<file path="config.mk">
export PLATFORM = sky130hd
export DESIGN_NAME = zero_event_counter
export DESIGN_NICKNAME = d
export VERILOG_FILES = /design/src/rtl/zero_event_counter.sv
export SDC_FILE = /design/constraint.sdc
export NUM_CORES = 1
export LEC_CHECK = 0
export CAP_MARGIN = 10
export CORE_MARGIN = 4
export CORE_UTILIZATION = 47
export CTS_CLUSTER_DIAMETER = 30
export CTS_CLUSTER_SIZE = 20
export DETAILED_ROUTE_END_ITERATION = 12
export PLACE_DENSITY_LB_ADDON = 0.12
export SLEW_MARGIN = 0
export SYNTH_ARGS = -nofsm -noshare
export SYNTH_HDL_FRONTEND = slang
export SYNTH_SLANG_ARGS = --single-unit
</file>
<file path="constraint.sdc">
create_clock -name CLK -period 2.3 [get_ports CLK]
set_input_delay 0.46 -clock CLK [delete_from_list [all_inputs] [get_ports CLK]]
set_output_delay 0.46 -clock CLK [all_outputs]
set_load 0.01 [all_outputs]
</file>
<file path="src/rtl/zero_event_counter.sv">
// Counts rising edges of the upstream zero-state flag Y as 4-digit BCD, with a registered
// seven-segment display copy. Define DISPLAY_HOLD_EN to let HOLD freeze the display.
`timescale 1ns/1ps

module zero_event_counter #(
  parameter int unsigned SAT = 0
) (
  input  logic        CLK,
  input  logic        R,
  input  logic        Y,
  input  logic        CLR,
  input  logic        HOLD,
  output logic [15:0] Count,
  output logic [6:0]  HEX0,
  output logic [6:0]  HEX1,
  output logic [6:0]  HEX2,
  output logic [6:0]  HEX3,
  output logic        OVF
);

  logic        yd_q, yd_d;
  logic [15:0] count_q, count_d;
  logic [15:0] disp_q, disp_d;
  logic        ovf_q, ovf_d;
  logic [15:0] count_inc;
  logic        carry;
  logic        rise;

  assign rise = Y & ~yd_q;

  // Ripple BCD increment; carry survives only when every digit was 9.
  always_comb begin
    count_inc = count_q;
    carry     = 1'b1;
    for (int i = 0; i < 4; i++) begin
      if (carry) begin
        if (count_q[4*i +: 4] == 4'd9) begin
          count_inc[4*i +: 4] = 4'd0;
        end else begin
          count_inc[4*i +: 4] = count_q[4*i +: 4] + 4'd1;
          carry               = 1'b0;
        end
      end
    end
  end

  always_comb begin
    yd_d    = Y;
    count_d = count_q;
    ovf_d   = ovf_q;
    if (CLR) begin
      count_d = 16'h0000;
      ovf_d   = 1'b0;
    end else if (rise) begin
      if (carry) begin
        ovf_d   = 1'b1;
        count_d = (SAT != 0) ? count_q : 16'h0000;
      end else begin
        count_d = count_inc;
      end
    end
  end

`ifdef DISPLAY_HOLD_EN
  always_comb begin
    if (CLR) begin
      disp_d = 16'h0000;
    end else if (HOLD) begin
      disp_d = disp_q;
    end else begin
      disp_d = count_d;
    end
  end
`else
  logic unused_hold;
  assign unused_hold = HOLD;
  assign disp_d      = count_d;
`endif

  // Yd resets high so the upstream reset state (Y=1) is not seen as a rise.
  always_ff @(posedge CLK or posedge R) begin
    if (R) begin
      yd_q    <= 1'b1;
      count_q <= 16'h0000;
      disp_q  <= 16'h0000;
      ovf_q   <= 1'b0;
    end else begin
      yd_q    <= yd_d;
      count_q <= count_d;
      disp_q  <= disp_d;
      ovf_q   <= ovf_d;
    end
  end

  function automatic logic [6:0] seg7(input logic [3:0] d);
    case (d)
      4'd0:    seg7 = 7'b1000000;
      4'd1:    seg7 = 7'b1111001;
      4'd2:    seg7 = 7'b0100100;
      4'd3:    seg7 = 7'b0110000;
      4'd4:    seg7 = 7'b0011001;
      4'd5:    seg7 = 7'b0010010;
      4'd6:    seg7 = 7'b0000010;
      4'd7:    seg7 = 7'b1111000;
      4'd8:    seg7 = 7'b0000000;
      4'd9:    seg7 = 7'b0010000;
      default: seg7 = 7'b1111111;
    endcase
  endfunction

  assign Count = count_q;
  assign OVF   = ovf_q;
  assign HEX0  = seg7(disp_q[3:0]);
  assign HEX1  = seg7(disp_q[7:4]);
  assign HEX2  = seg7(disp_q[11:8]);
  assign HEX3  = seg7(disp_q[15:12]);

endmodule

</file>
Word-level counts from Yosys, hierarchy flattened --
Memories as Yosys holds them, arrays and structs flattened. Cells that the tools add are included.
Storage, ports and cells: bits in read-only memories 448, input port bits 5, memories kept 4, flip-flop bits (word level) 18, word-level logic and storage cells 49
Memory list:
- (name not given) | words 16, bits a word 7, read ports 1, clocked after memory_dff 0, wr ports 0, line 96 | case (d)
- (name not given) | words 16, bits a word 7, read ports 1, clocked after memory_dff 0, wr ports 0, line 96
- (name not given) | words 16, bits a word 7, read ports 1, clocked after memory_dff 0, wr ports 0, line 96
- (name not given) | words 16, bits a word 7, read ports 1, clocked after memory_dff 0, wr ports 0, line 96
Operators by class: equality and inequality tests 4, mux-type cells 20, add/subtract/negate cells 4, bitwise operators 2, reductions and logical operators 9
Operator list (count):
- $mux W16 | 3
- $mux W4 | 7
- $add A4 B1 Y4 const B | 4
- $eq A4 B4 Y1 const B | 4
- $mux W1 | 10
- $reduce_bool A3 Y1 | 3
- $reduce_and A2 Y1 | 4
- $reduce_bool A2 Y1 | 2
- $and A1 B1 Y1 | 1
- $not A1 Y1 | 1

Longest topological paths before layout --
word-level depth 8, mapped depth 8, gate-level depth less buffers 6

Worst setup path after synthesis --
No wires, ideal clock.
path type reg2reg, start register, netlist name disp_q[5], end register disp_q[15], period minus slack after synthesis 1.800 ns, stages on the path, launching flop included 8, buffers on the path 1, path slack 0.500 ns, arrival time 1.705 ns, data required time 2.205 ns, path through dfrtp_1 inv_1 ha_1 and3b_1 buf_2 nand4_4 or4_1 o31ai_1
RTL lines:
- end signal: assignment | line 90 | disp_q <= disp_d;
- end: declaration | line 23 | logic [15:0] disp_q, disp_d;

Final worst setup path --
start register disp_q[0], end output HEX0[2]
Between the ends: cells in the longest elaborated chain, start to end 1
RTL lines:
- $mem_v2 Z16 W7
- end: declaration | line 14 | output logic [6:0] HEX0,
No other way between the ends.

==> out/results.txt <==
Reg area: 459 µm²
Die H: 67.1 µm
Mapped Area: 0.00164 mm²
placer's final routability congestion estimate: 0.813
Rows: 21
Tmin final: 2190 ps
reg-to-reg startpoint: disp_q[1]
total gr overflow: 0
Switching Power: 0.262 mW
IO buf count: 48
Critical Path Fanout Max: 5
Layout Area Growth over Synthesis: 41.2%
WS Path Type: reg -> out
VDD IR-drop max: 0.000530 V
Tightest Hold Check Type: in -> async
max_cap viols: 0
Via Count: 1,704
vias in the first global route: 1,589
Unique masters post-synth: 38
final setup margin: 114 ps
Synth area leaders: dfrtp_1 (26%), ha_1 (15%), o21ai_0 (8.2%)
Final ANT Viol Nets: 0
clk_lat worst skew: 290 ps
cell area after layout: 0.00231 mm²
Pins Over Slew Limit: 0
CTS tree: built
initial antenna violation count: 0
core area: 0.00336 mm²
synth cell count leaders: nand2_1 (35), o21ai_0 (27), nor2_1 (26)
post-DP HPWL: 2910 µm
crit start category: flip-flop
met1 Use GR: 26.4%
nets: 305
leakage power: 1.17 nW
Tcrit/Tclk final: 95.1%
critical path startpoint: disp_q[0]
drt initial violations: 152
Post-synth top flop: dfrtp_1
Internal Power: 0.568 mW
final core utilization: 68.8%
H-tree levels: 1
area of the multi-input gates: 0.00109 mm²
#FFs+latches synth: 18
Sequential Power Share: 42.4%
skew final: 2.75 ps
FMAX: 457 MHz
clk sinks: 18
per-cell routed wire length: 12.3 µm
Initial Util: 48.7%
first-pass GRT wire length: 6960 µm
GR peak layer: met2
Pwr Density: 358 mW/mm²
final WL: 3990 µm
clock buffer count from CTS: 3
hold buffer count at CTS: 0
fillers: 323
Root Driver: clkbuf_4
R2R Path End: disp_q[15]
die width: 67.1 µm
GR Util met3: 3.04%
met2 GRT Util: 32.3%
outcome: complete, no violations
dpl cell area: 0.00218 mm²
WP data required: 1840 ps
io pins: 50
pre-CTS setup slack: 128 ps
largest net degree at the start of global routing: 19
most frequent cell after synthesis: nand2_1
Async S/R FF share, synth: 100%
Sw Ratio: 31.6%
setup violators final: 0
clock buffer depth: 2
R2R setup slack: 430 ps
Slew @ Worst Pin: 660 ps
synth warn: 0
Synth Instances: 222
Synth top area share: 26.0%
DRC viols: 0
Critical Path End: HEX0[2]
drt via density: 5.24
Fin. Hold Viols: 0
Post-synth EDFFs: 0
worst slew margin relative to its limit: 56.0%
crit path DAT: 1730 ps
Clk pwr share: 22.8%
Post-Syn Area per Cell: 7.38 µm²
area leader, netlist: dfrtp_1
fraction of layout cells with a size suffix above 1: 18.6%
Gate power share: 34.7%
Total Routing Usage GR: 19.3%
CP Capture Type: output port
Antenna diodes: 0
RSZ-0062 raised after global routing: no
Worst-path clk slew: 100 ps
reg2reg path depth: 6
setup tns final: 0 ps
register area share after synthesis: 27.6%
Die ar.: 0.00450 mm²
detailed-router iteration count before antenna repair: 4
Mapped Nets: 247
==> worst min-delay path by stage <==
stage | startpoint | end | slack, ps | cells after the start
floorplan | R | OVF | 400 | 1
global placement | disp_q[1] | disp_q[1] | 560 | 2
detailed placement | disp_q[1] | disp_q[1] | 550 | 2
CTS | R | disp_q[3] | 570 | 2
global route | R | disp_q[10] | 610 | 2
finish | R | disp_q[3] | 550 | 2
==> layout make-up <==
class / instances / area share, %
Multi-Input combinational cell: 177 / 47.1
Timing Repair Buffer: 66 / 26.8
Sequential cell: 18 / 19.8
Tap cell: 46 / 2.49
Inverter: 14 / 2.27
Clock buffer: 4 / 1.57
==> what timing repair did <==
item,4_1_cts,5_1_grt
endpoints found under the setup margin,21,16
buffers inserted,6,2
resized for setup,23,25
==> power by group through the flow <==
stage               logic (mW)  clock network [mW]  registers, mW
finish                   0.288               0.189          0.352
global route             0.326               0.211          0.358
CTS                      0.286               0.195          0.351
detailed placement       0.299                   0          0.358
global placement         0.297                   0          0.357
floorplan                0.152                   0          0.356
==> logic make-up after synthesis <==
logic type                 Yosys count  share of synthesized area, %
AOI/OAI and AO/OA                   62                          21.0
DFF                                 18                          27.6
buffers and inverters               27                          7.33
adders and majority gates           20                          15.3
and+or+nand+nor                     92                          27.2
muxes                                1                         0.611
xor gates and xnor gates             2                          1.07
==> flip-flops by register name (all words and copies together), names as in the netlist <==
name,cells
OVF,1
disp_q,16
yd_q,1
==> per-layer routing <==
layer  up-vias  part of all wire [%]  wire length [µm]
li1        875                     -                 -
met2        36                    51              2020
met4         0                  0.23                 9
met3         2                   4.1               164
met5         -                     0                 0
met1       791                    45              1800
==> stage by stage <==
step | hold WS, ps | std cells | power [mW]
3_5_place_dp | 555 | 313 | 0.657
3_3_place_gp | 559 | 313 | 0.654
2_1_floorplan | 398 | 222 | 0.508
4_1_cts | 571 | 323 | 0.832
6_report | 552 | 325 | 0.829
5_1_grt | 607 | 325 | 0.895
==> layout by cell type, fill, tap and decap left out, types with 11 or more instances in the layout <==
master           synthesis  layout
a21oi_1                 22      18
buf_4                    4      18
clkdlybuf4s50_1          0      21
dfrtp_1                 17      11
dlygate4sd2_1            0      15
ha_1                    20      19
nand2_1                 35      35
nor2_1                  26      24
o21ai_0                 27      27
==> worst max-delay path: stages, from the launching register on <==
cell	delay, ps
dfrtp_2	450
inv_1	110
ha_1	180
a21oi_1	70
nor2_1	80
clkdlybuf4s50_1	540
Power figures use the tool's default switching activity.
